**config.mk**
```make
export PLATFORM = sky130hd
export DESIGN_NAME = seq_detector_param_flat
export DESIGN_NICKNAME = d
export VERILOG_FILES = /design/src/rtl/seq_detector_pkg.sv /design/src/rtl/seq_detector_if.sv /design/src/rtl/seq_detector_cfg.sv /design/src/rtl/seq_detector_param.sv /design/src/flat_wrapper.sv
export SDC_FILE = /design/constraint.sdc
export NUM_CORES = 1
export LEC_CHECK = 0
export BUFFER_PORTS_ARGS = -buffer_cell sky130_fd_sc_hd__buf_2
export CORE_UTILIZATION = 35
export DETAILED_ROUTE_END_ITERATION = 8
export RECOVER_POWER = 50
export REMOVE_ABC_BUFFERS = 1
export SETUP_SLACK_MARGIN = 0.1
export SLEW_MARGIN = 10
export SYNTH_ARGS = -nofsm -noshare
export SYNTH_HDL_FRONTEND = slang
export SYNTH_SLANG_ARGS = --single-unit
```
**constraint.sdc**
```tcl
create_clock -name clk -period 5 [get_ports clk]
set_input_delay 0.5 -clock clk [delete_from_list [all_inputs] [get_ports clk]]
set_output_delay 0.5 -clock clk [all_outputs]
set_load 0.01 [all_outputs]
```
**src/rtl/seq_detector_pkg.sv**
```systemverilog
`default_nettype none
// ============================================================================
// Module      : seq_detector_pkg
// Description : Shared constants, width helper and control-state encoding for
//               the parametrised serial sequence detector.
// Revision    : 1.0 - initial release
// ============================================================================
package seq_detector_pkg;

    // Legacy-compatible defaults: 5-bit pattern 01101 with overlap enabled.
    localparam int               PKG_DEF_MAX_LEN = 8;
    localparam int               PKG_DEF_CNT_W   = 16;
    localparam logic [7:0]       PKG_DEF_PATTERN = 8'b0000_1101;
    localparam int               PKG_DEF_LEN     = 5;
    localparam bit               PKG_DEF_OVERLAP = 1'b1;

    // Width needed to hold any length 0..max_len.
    function automatic int len_width(input int max_len);
        return $clog2(max_len + 1);
    endfunction

    // Configuration/control state.
    typedef enum logic [0:0] {
        ACTIVE = 1'b0,
        FLUSH  = 1'b1
    } state_t;

endpackage : seq_detector_pkg
`default_nettype wire

```
**src/rtl/seq_detector_if.sv**
```systemverilog
`default_nettype none
// ============================================================================
// Module      : seq_detector_if
// Description : Data, configuration and status bundle of the sequence
//               detector. The master drives stimulus/config, the slave is
//               the detector.
// Revision    : 1.0 - initial release
// ============================================================================
interface seq_detector_if
    import seq_detector_pkg::*;
#(
    parameter int MAX_LEN = PKG_DEF_MAX_LEN,
    parameter int CNT_W   = PKG_DEF_CNT_W,
    parameter int LEN_W   = len_width(MAX_LEN)
);

    logic               din;
    logic               valid;
    logic               cfg_we;
    logic [MAX_LEN-1:0] cfg_pattern;
    logic [LEN_W-1:0]   cfg_len;
    logic               cfg_overlap;
    logic               cnt_clr;
    logic               seq_det;
    logic [CNT_W-1:0]   match_cnt;
    logic               cfg_err;

    modport master (
        output din, valid, cfg_we, cfg_pattern, cfg_len, cfg_overlap, cnt_clr,
        input  seq_det, match_cnt, cfg_err
    );

    modport slave (
        input  din, valid, cfg_we, cfg_pattern, cfg_len, cfg_overlap, cnt_clr,
        output seq_det, match_cnt, cfg_err
    );

endinterface : seq_detector_if
`default_nettype wire

```
**src/rtl/seq_detector_cfg.sv**
```systemverilog
`default_nettype none
// ============================================================================
// Module      : seq_detector_cfg
// Description : Configuration registers of the sequence detector: legality
//               check, pattern masking, error pulse and one-cycle FLUSH
//               sequencing after reset release or a legal write.
// Revision    : 1.0 - initial release
// ============================================================================
module seq_detector_cfg
    import seq_detector_pkg::*;
#(
    parameter int                 MAX_LEN     = PKG_DEF_MAX_LEN,
    parameter int                 LEN_W       = len_width(MAX_LEN),
    parameter logic [MAX_LEN-1:0] DEF_PATTERN = MAX_LEN'(PKG_DEF_PATTERN),
    parameter int                 DEF_LEN     = PKG_DEF_LEN,
    parameter bit                 DEF_OVERLAP = PKG_DEF_OVERLAP
)(
    input  wire logic               clk,
    input  wire logic               rst,
    input  wire logic               cfg_we_i,
    input  wire logic [MAX_LEN-1:0] cfg_pattern_i,
    input  wire logic [LEN_W-1:0]   cfg_len_i,
    input  wire logic               cfg_overlap_i,
    output logic      [MAX_LEN-1:0] pattern_o,
    output logic      [LEN_W-1:0]   len_o,
    output logic                    overlap_o,
    output logic                    flush_o,
    output logic                    cfg_err_o
);

    // Keeps only the low 'len' bits so unused pattern bits are stored as zero.
    function automatic logic [MAX_LEN-1:0] len_mask(input logic [LEN_W-1:0] len);
        logic [MAX_LEN-1:0] m;
        m = '0;
        for (int i = 0; i < MAX_LEN; i++) begin
            m[i] = (i < int'(len));
        end
        return m;
    endfunction

    localparam logic [LEN_W-1:0]   C_DEF_LEN     = LEN_W'(DEF_LEN);
    localparam logic [MAX_LEN-1:0] C_DEF_PATTERN = DEF_PATTERN & len_mask(C_DEF_LEN);

    state_t             state_q, state_d;
    logic [MAX_LEN-1:0] pattern_q, pattern_d;
    logic [LEN_W-1:0]   len_q, len_d;
    logic               overlap_q, overlap_d;
    logic               err_q, err_d;
    logic               w_len_ok;
    logic               w_load;

    // Legality check, next-state and next-config selection.
    always_comb begin
        w_len_ok  = (cfg_len_i != '0) && (cfg_len_i <= LEN_W'(MAX_LEN));
        w_load    = cfg_we_i && w_len_ok;
        state_d   = state_q;
        pattern_d = pattern_q;
        len_d     = len_q;
        overlap_d = overlap_q;
        err_d     = cfg_we_i && !w_len_ok;

        case (state_q)
            ACTIVE:  state_d = w_load ? FLUSH : ACTIVE;
            FLUSH:   state_d = w_load ? FLUSH : ACTIVE;
            default: state_d = FLUSH;
        endcase

        if (w_load) begin
            pattern_d = cfg_pattern_i & len_mask(cfg_len_i);
            len_d     = cfg_len_i;
            overlap_d = cfg_overlap_i;
        end
    end

    // State and config registers; reset lands in FLUSH so the first cycle
    // after release drops any incoming bit.
    always_ff @(posedge clk or negedge rst) begin
        if (!rst) begin
            state_q   <= FLUSH;
            pattern_q <= C_DEF_PATTERN;
            len_q     <= C_DEF_LEN;
            overlap_q <= DEF_OVERLAP;
            err_q     <= 1'b0;
        end else begin
            state_q   <= state_d;
            pattern_q <= pattern_d;
            len_q     <= len_d;
            overlap_q <= overlap_d;
            err_q     <= err_d;
        end
    end

    // A legal write clears history in its own cycle; FLUSH covers the next.
    assign flush_o   = w_load || (state_q == FLUSH);
    assign pattern_o = pattern_q;
    assign len_o     = len_q;
    assign overlap_o = overlap_q;
    assign cfg_err_o = err_q;

endmodule : seq_detector_cfg
`default_nettype wire

```
**src/rtl/seq_detector_param.sv**
```systemverilog
`default_nettype none
// ============================================================================
// Module      : seq_detector_param
// Description : Runtime-programmable serial sequence detector with overlap /
//               non-overlap modes, valid-qualified input, registered
//               detection pulse and saturating match counter.
// Revision    : 1.0 - initial release
// ============================================================================
module seq_detector_param
    import seq_detector_pkg::*;
#(
    parameter int                 MAX_LEN     = PKG_DEF_MAX_LEN,
    parameter int                 CNT_W       = PKG_DEF_CNT_W,
    parameter logic [MAX_LEN-1:0] DEF_PATTERN = MAX_LEN'(PKG_DEF_PATTERN),
    parameter int                 DEF_LEN     = PKG_DEF_LEN,
    parameter bit                 DEF_OVERLAP = PKG_DEF_OVERLAP
)(
    input wire logic     clk,
    input wire logic     rst,
    seq_detector_if.slave bus
);

    localparam int LEN_W = len_width(MAX_LEN);

    logic [MAX_LEN-1:0] w_pattern;
    logic [LEN_W-1:0]   w_len;
    logic               w_overlap;
    logic               w_flush;
    logic               w_cfg_err;

    logic [MAX_LEN-1:0] hist_q, hist_d;
    logic [LEN_W-1:0]   fill_q, fill_d;
    logic [CNT_W-1:0]   cnt_q, cnt_d;
    logic               det_q;

    logic [MAX_LEN-1:0] w_mask;
    logic [MAX_LEN-1:0] w_hist_shift;
    logic [LEN_W-1:0]   w_fill_inc;
    logic               w_accept;
    logic               w_match;

    seq_detector_cfg #(
        .MAX_LEN     (MAX_LEN),
        .LEN_W       (LEN_W),
        .DEF_PATTERN (DEF_PATTERN),
        .DEF_LEN     (DEF_LEN),
        .DEF_OVERLAP (DEF_OVERLAP)
    ) u_cfg (
        .clk           (clk),
        .rst           (rst),
        .cfg_we_i      (bus.cfg_we),
        .cfg_pattern_i (bus.cfg_pattern),
        .cfg_len_i     (bus.cfg_len),
        .cfg_overlap_i (bus.cfg_overlap),
        .pattern_o     (w_pattern),
        .len_o         (w_len),
        .overlap_o     (w_overlap),
        .flush_o       (w_flush),
        .cfg_err_o     (w_cfg_err)
    );

    // Compare the post-shift history against the active pattern.
    always_comb begin
        w_mask = '0;
        for (int i = 0; i < MAX_LEN; i++) begin
            w_mask[i] = (i < int'(w_len));
        end
        // A config write takes the cycle; its din is never sampled.
        w_accept     = bus.valid && !bus.cfg_we && !w_flush;
        w_hist_shift = {hist_q[MAX_LEN-2:0], bus.din};
        w_fill_inc   = (fill_q == LEN_W'(MAX_LEN)) ? fill_q : fill_q + LEN_W'(1);
        w_match      = w_accept && (w_fill_inc >= w_len) &&
                       ((w_hist_shift & w_mask) == w_pattern);
    end

    // Next history/fill and saturating counter.
    always_comb begin
        hist_d = hist_q;
        fill_d = fill_q;
        cnt_d  = cnt_q;

        if (w_flush) begin
            hist_d = '0;
            fill_d = '0;
        end else if (w_accept) begin
            hist_d = w_hist_shift;
            // Non-overlap restarts the fill so the next match needs len fresh bits.
            fill_d = (w_match && !w_overlap) ? '0 : w_fill_inc;
        end

        if (bus.cnt_clr) begin
            cnt_d = '0;
        end else if (w_match && !(&cnt_q)) begin
            cnt_d = cnt_q + CNT_W'(1);
        end
    end

    // Datapath registers and the one-cycle detection pulse.
    always_ff @(posedge clk or negedge rst) begin
        if (!rst) begin
            hist_q <= '0;
            fill_q <= '0;
            cnt_q  <= '0;
            det_q  <= 1'b0;
        end else begin
            hist_q <= hist_d;
            fill_q <= fill_d;
            cnt_q  <= cnt_d;
            det_q  <= w_match;
        end
    end

    assign bus.seq_det   = det_q;
    assign bus.match_cnt = cnt_q;
    assign bus.cfg_err   = w_cfg_err;

endmodule : seq_detector_param
`default_nettype wire
```
**src/flat_wrapper.sv**
```systemverilog
// flat-port wrapper written by rule: the top's interface ports become plain ports
module seq_detector_param_flat import seq_detector_pkg::*;
#(
    parameter int                 MAX_LEN     = PKG_DEF_MAX_LEN,
    parameter int                 CNT_W       = PKG_DEF_CNT_W,
    parameter logic [MAX_LEN-1:0] DEF_PATTERN = MAX_LEN'(PKG_DEF_PATTERN),
    parameter int                 DEF_LEN     = PKG_DEF_LEN,
    parameter bit                 DEF_OVERLAP = PKG_DEF_OVERLAP
)
  (clk, rst, bus_din, bus_valid, bus_cfg_we, bus_cfg_pattern, bus_cfg_len, bus_cfg_overlap, bus_cnt_clr, bus_seq_det, bus_match_cnt, bus_cfg_err);
  seq_detector_if #(.MAX_LEN(MAX_LEN), .CNT_W(CNT_W)) bus_i ();
  input wire logic clk;
  input wire logic rst;
  input wire logic [$bits(bus_i.din)-1:0] bus_din;
  input wire logic [$bits(bus_i.valid)-1:0] bus_valid;
  input wire logic [$bits(bus_i.cfg_we)-1:0] bus_cfg_we;
  input wire logic [$bits(bus_i.cfg_pattern)-1:0] bus_cfg_pattern;
  input wire logic [$bits(bus_i.cfg_len)-1:0] bus_cfg_len;
  input wire logic [$bits(bus_i.cfg_overlap)-1:0] bus_cfg_overlap;
  input wire logic [$bits(bus_i.cnt_clr)-1:0] bus_cnt_clr;
  output wire logic [$bits(bus_i.seq_det)-1:0] bus_seq_det;
  output wire logic [$bits(bus_i.match_cnt)-1:0] bus_match_cnt;
  output wire logic [$bits(bus_i.cfg_err)-1:0] bus_cfg_err;
  assign bus_i.din = bus_din;
  assign bus_i.valid = bus_valid;
  assign bus_i.cfg_we = bus_cfg_we;
  assign bus_i.cfg_pattern = bus_cfg_pattern;
  assign bus_i.cfg_len = bus_cfg_len;
  assign bus_i.cfg_overlap = bus_cfg_overlap;
  assign bus_i.cnt_clr = bus_cnt_clr;
  assign bus_seq_det = bus_i.seq_det;
  assign bus_match_cnt = bus_i.match_cnt;
  assign bus_cfg_err = bus_i.cfg_err;
  seq_detector_param #(.MAX_LEN(MAX_LEN), .CNT_W(CNT_W), .DEF_PATTERN(DEF_PATTERN), .DEF_LEN(DEF_LEN), .DEF_OVERLAP(DEF_OVERLAP)) u_core (.clk(clk), .rst(rst), .bus(bus_i));
endmodule
```
[Word level (Yosys, flattened, before mapping)]
Cells that the tools add are included.
Storage, ports and cells
  bits in registers: 43
  output and inout port bits: 18
  logic and storage cells: 61
Cells by class
  add/subtract/negate cells: 2
  order comparisons: 18
  equality and inequality tests: 2
  mux-type cells: 9
  bitwise gates (word level): 2
  reductions and logical operators: 19
Operators with widths (number)
  3-bit by 4-bit < comparator with 1-bit output (first input constant): 8
  16-bit 2-to-1 mux: 2
  16-bit by 1-bit adder with 16-bit output (second input constant): 1
  8-bit bitwise AND: 2
  1-bit by 4-bit < comparator with 1-bit output (first input constant): 4
  2-bit by 4-bit < comparator with 1-bit output (first input constant): 4
  4-bit 2-to-1 mux: 4
  16-bit AND reduction: 1
  7-bit 2-to-1 mux: 2
  1-bit logical AND: 9
  8-bit equality test: 1
  1-bit logical NOT: 5
  4-bit by 1-bit adder with 4-bit output (second input constant): 1
  4-bit equality test (second input constant): 1
  4-bit >= comparator: 1
  4-bit less-or-equal comparator (second input constant): 1
  2-bit nonzero test: 2
  4-bit nonzero test: 1
  1-bit logical OR: 1
  1-bit 2-to-1 mux: 1

[Logic depth before layout (Yosys ltp)]
  depth in word-level cells: 12
  gate-level depth with buffers: 13
  mapped depth without buffers: 13

[Modules after synthesis]
A second synthesis with hierarchy kept.
Second synthesis, totals
  cell total of the unflattened synthesis: 245
  area, all modules: 2499.9 sq um
By module, submodules not included
  seq_detector_param: instances 1, cells an instance 182, area each 1721.7 sq um, sequential area each 700.7 sq um
  seq_detector_cfg: instances 1, cells an instance 63, area each 778.2 sq um, sequential area each 384.1 sq um

[Worst setup path after synthesis]
OpenSTA, ideal clock, no wires.
  path kind: reg2reg
  from: register u_core.fill_q[0]
  to: register u_core.cnt_q[1] (netlist: u_core.bus.match_cnt[1])
  data arrival time: 2.662 ns
  setup slack: 2.206 ns
  cell stages (with the launch flop): 14
  path buffers: 1
  path through: dfrtp_1 inv_1 ha_1 nand2_1 nor2_1 xnor2_1 ha_1 nand2b_1 a2111oi_0 a2111oi_4 nand4_1 buf_2 mux2i_1 nor2_1
On the way
  word-level cells in the longest chain between the ends: 7
  elaborated cells between the ends (all ways): 8
  classes of those cells: add/sub (1); order compare (1); eq/ne (1); mux (1); reduce/logical (4)
Ends and longest elaborated chain
  start: declaration: RTL line seq_detector_param.sv:32  | logic [LEN_W-1:0] fill_q, fill_d;
  start signal: assignment: RTL line seq_detector_param.sv:107  | fill_q <= fill_d;
  4-bit by 1-bit adder with 4-bit output or 4-bit equality test (tied branches): RTL line seq_detector_param.sv:71  | w_fill_inc = (fill_q == LEN_W'(MAX_LEN)) ? fill_q : fill_q + LEN_W'(1);
  4-bit 2-to-1 mux *: RTL line seq_detector_param.sv:71
  4-bit >= comparator *: RTL line seq_detector_param.sv:72  | w_match = w_accept && (w_fill_inc >= w_len) &&
  1-bit logical AND * (2 in series): RTL line seq_detector_param.sv:72
  1-bit logical AND *: RTL line seq_detector_param.sv:93  | end else if (w_match && !(&cnt_q)) begin
  2-bit nonzero test (no source line) *
  end signal: assignment: RTL line seq_detector_param.sv:108  | cnt_q <= cnt_d;
  end: declaration: RTL line seq_detector_param.sv:33  | logic [CNT_W-1:0] cnt_q, cnt_d;
Every way passes the cells marked *; elsewhere a longest branch is shown, timed or not.
A chain may end at the register's enable or synchronous reset.

[Final worst setup path]
  from: register u_core.fill_q[0]
  to: register u_core.cnt_q[3] (netlist: u_core.bus.match_cnt[3])
The elaborated chain is that of the path after synthesis.

==> results.json <==
{
  "first_iter_violations": 86,
  "die_h_um": 84.5,
  "internal-power_mw": 0.573,
  "layout_commonest_cell": "nand2_1",
  "yosysWarnings": 0,
  "antenna_found_initial": 0,
  "status": "finished, violations left",
  "final_max_slew_viol_count": 44,
  "cts_setup_buffers": 0,
  "h-tree-depth": 2,
  "ctsResizeCount": 0,
  "worstMarginPinSlew_ps": 2330,
  "antenna_cells": 0,
  "netlist_top_cells_area": "dfrtp_1, dfstp_2, nand2_1",
  "synth_area_leader_cell": "dfrtp_1",
  "post-route-util": 0.418,
  "grt_pass1_vias": 1765,
  "grt_overflow": 0,
  "die_w_um": 84.5,
  "drt-pass1-iter-count": 8,
  "swShare": 0.271,
  "hold_depth": 3,
  "maxSlewHeadroom": -0.551,
  "netlist_area_mm2": 0.00238,
  "ant_nets": 0,
  "finalCritPeriodShare": 0.638,
  "drive_above_1_share": 0.179,
  "fmax_mhz": 313,
  "clk_pin_slew_ps": 80,
  "ir_drop_mv": 0.142,
  "violations": "design-rule violations, max-capacitance violations, max-slew violations",
  "critical_path_class": "flop to flop",
  "holdCritStartpoint": "bus_cfg_pattern[0]",
  "power.share.combinational": 0.146,
  "grt_max_degree": 44,
  "synth_seq_cells": 43,
  "r2r_cells": 12,
  "finalHoldViolations": 0,
  "cts_buffers": 5,
  "yosysSeqAreaShare": 0.455,
  "seqPwrFrac": 0.516,
  "vias": 1927,
  "rows": 29,
  "postCtsHoldBufs": 0,
  "rsz0062_at_grt": "no",
  "fin_skew_ps": 11.4,
  "clockBufferDepth": 2,
  "p_clk_frac": 0.338,
  "final_cell_mix": "nand2_1, dfrtp_1, buf_2",
  "syn_to_final_growth_pct": 13.1,
  "reg2reg_from": "u_core.fill_q[0]$_DFFE_PN0P_",
  "hpwlAfterDp_um": 3720,
  "regArea_mm2": 0.00108,
  "wl_um": 5170,
  "p_per_area_mw_per_mm2": 291,
  "worstPathArrival_ps": 3410,
  "power.leakage_nw": 1.17,
  "yosysUniqueCellTypes": 53,
  "grt_pass1_wl_um": 8780,
  "cp-end-kind": "flop",
  "setup-violations-final": 0,
  "cts_tree": "built",
  "wire_per_inst_um": 14.3,
  "critPathLaunchType": "flop",
  "start_util": 0.369,
  "pre_cts_ws_ps": 1840,
  "io_pins": 37,
  "grt.total_usage": 0.155,
  "synth_top_area_frac": 0.378,
  "clock_sinks": 43,
  "maxCapViolCount": 1,
  "place_congestion": 0.736,
  "avgSynthCellArea_um2": 9.43,
  "min_path_type": "input pin to flop",
  "fin_nets": 310,
  "rr_endpoint": "u_core.bus.match_cnt[3]$_DFFE_PN0P_",
  "multi_input_area_mm2": 0.00119,
  "cp_max_fo": 14,
  "post-route-drc-count": 2,
  "port_buffers": 36,
  "r2r_slack_ps": 1810,
  "fillers": 642,
  "fin_crit_ps": 3190,
  "worst_slack_ps": 1810,
  "clk_latency_ps": 290,
  "syn_inst": 253,
  "required_ps": 5220,
  "core_mm2": 0.00646,
  "die-area_mm2": 0.00715,
  "via_per_inst": 5.32,
  "setup_tns_ps": 0,
  "root_buffer": "clkbuf_8",
  "min_to": "u_core.u_cfg.pattern_o[0]$_DFFE_PN1P_",
  "power.switching_mw": 0.213
}
==> sequential cells by signal (all words and copies together), names as in the netlist <==
signal                  count
u_core.bus.match_cnt       16
u_core.u_cfg.pattern_o      8
u_core.hist_q               7
u_core.fill_q               4
u_core.u_cfg.len_o          4
u_core.bus.seq_det          1
u_core.u_cfg.cfg_err_o      1
u_core.u_cfg.overlap_o      1
u_core.u_cfg.state_q        1
==> worst max-delay path, cell delays in order, from the launching register on <==
cell and delay (ps):
dfrtp_1 400, inv_1 80, ha_1 200, nand2_1 80, nor2_1 50, xnor2_1 150, ha_1 270, nand2b_1 90
a2111oi_0 140, a2111oi_4 410, nand4_1 550, or3_1 540, a21oi_1 140
==> cells by family after synthesis <==
group | Yosys count | share of synthesized area
DFF | 43 | 0.455
muxes | 5 | 0.0226
AOI/OAI and AO/OA | 70 | 0.196
xor gates and xnor gates | 9 | 0.0331
adders and majority gates | 7 | 0.0367
and+or+nand+nor | 94 | 0.212
buffers and inverters | 25 | 0.0451
==> synthesized netlist by cell type, drive strengths merged <==
| library cell | instances |
|---|---|
| and2 | 2 |
| o211ai | 1 |
| mux2 | 3 |
| nor2b | 3 |
| o2111ai | 1 |
| buf | 6 |
| nor3b | 1 |
| a21oi | 14 |
| o41ai | 1 |
| mux2i | 2 |
| a211oi | 1 |
| and3 | 5 |
| a22oi | 1 |
| nand2 | 37 |
| a21boi | 1 |
| xor2 | 2 |
| or3 | 10 |
| a2111oi | 4 |
| nand3 | 7 |
| nand2b | 1 |
| nor4 | 2 |
| dfrtp | 36 |
| a211o | 2 |
| nand4b | 1 |
| o22ai | 1 |
| xnor2 | 7 |
| a31oi | 2 |
| a21o | 2 |
| and3b | 2 |
| ha | 7 |
| o21a | 2 |
| o21ai | 28 |
| o31ai | 3 |
| or4 | 1 |
| o311ai | 1 |
| nand4 | 6 |
| a22o | 5 |
| dfstp | 7 |
| inv | 12 |
| nor3 | 5 |
| clkinv | 1 |
| and4 | 2 |
| clkbuf | 6 |
| nor2 | 9 |
==> cell type report <==
| cell class | instances | share of cell area |
|---|---|---|
| clock buffers | 7 | 0.0283 |
| clock inverters | 1 | 0.0111 |
| inverters | 13 | 0.0181 |
| multi-input cells | 185 | 0.442 |
| flip-flops and latches | 43 | 0.402 |
| well taps | 77 | 0.0357 |
| repair buffers | 36 | 0.0626 |
==> stage by stage <==
stage | hold WS [ps] | cell area [um2] | instances | power, mW
after floorplan | 204 | 2330 | 241 | 0.482
after global placement | 462 | 2600 | 354 | 0.528
after detailed placement | 465 | 2600 | 354 | 0.529
after CTS | 388 | 2710 | 362 | 0.797
after global routing | 393 | 2700 | 362 | 0.830
final | 400 | 2700 | 362 | 0.786
==> power groups by stage <==
stage | logic [mW] | clock network (mW) | registers (mW)
global placement | 0.116 | 0 | 0.413
global route | 0.132 | 0.289 | 0.410
floorplan | 0.0802 | 0 | 0.402
finish | 0.115 | 0.266 | 0.405
CTS | 0.118 | 0.274 | 0.405
detailed placement | 0.118 | 0 | 0.411
==> metal layers <==
metal	vias up	wire, um	global-route usage
met1	919	2620	0.226
li1	974	-	-
met5	-	0	0
met3	3	146	0.0344
met4	0	12	0.0416
met2	31	2400	0.231
==> how the worst max path moves through the flow <==
| stage | from | end | slack [ps] | cells past startpoint |
|---|---|---|---|---|
| 2_1_floorplan | u_core.fill_q[0]$_DFFE_PN0P_ | u_core.bus.match_cnt[1]$_DFFE_PN0P_ | 2210 | 12 |
| 3_3_place_gp | u_core.fill_q[0]$_DFFE_PN0P_ | u_core.bus.match_cnt[3]$_DFFE_PN0P_ | 1900 | 12 |
| 3_5_place_dp | u_core.fill_q[0]$_DFFE_PN0P_ | u_core.bus.match_cnt[6]$_DFFE_PN0P_ | 1840 | 12 |
| 4_1_cts | u_core.fill_q[0]$_DFFE_PN0P_ | u_core.bus.match_cnt[6]$_DFFE_PN0P_ | 1800 | 12 |
| 5_1_grt | u_core.fill_q[0]$_DFFE_PN0P_ | u_core.bus.match_cnt[8]$_DFFE_PN0P_ | 1540 | 12 |
| 6_report | u_core.fill_q[0]$_DFFE_PN0P_ | u_core.bus.match_cnt[3]$_DFFE_PN0P_ | 1810 | 12 |
Power figures use the tool's default switching activity.
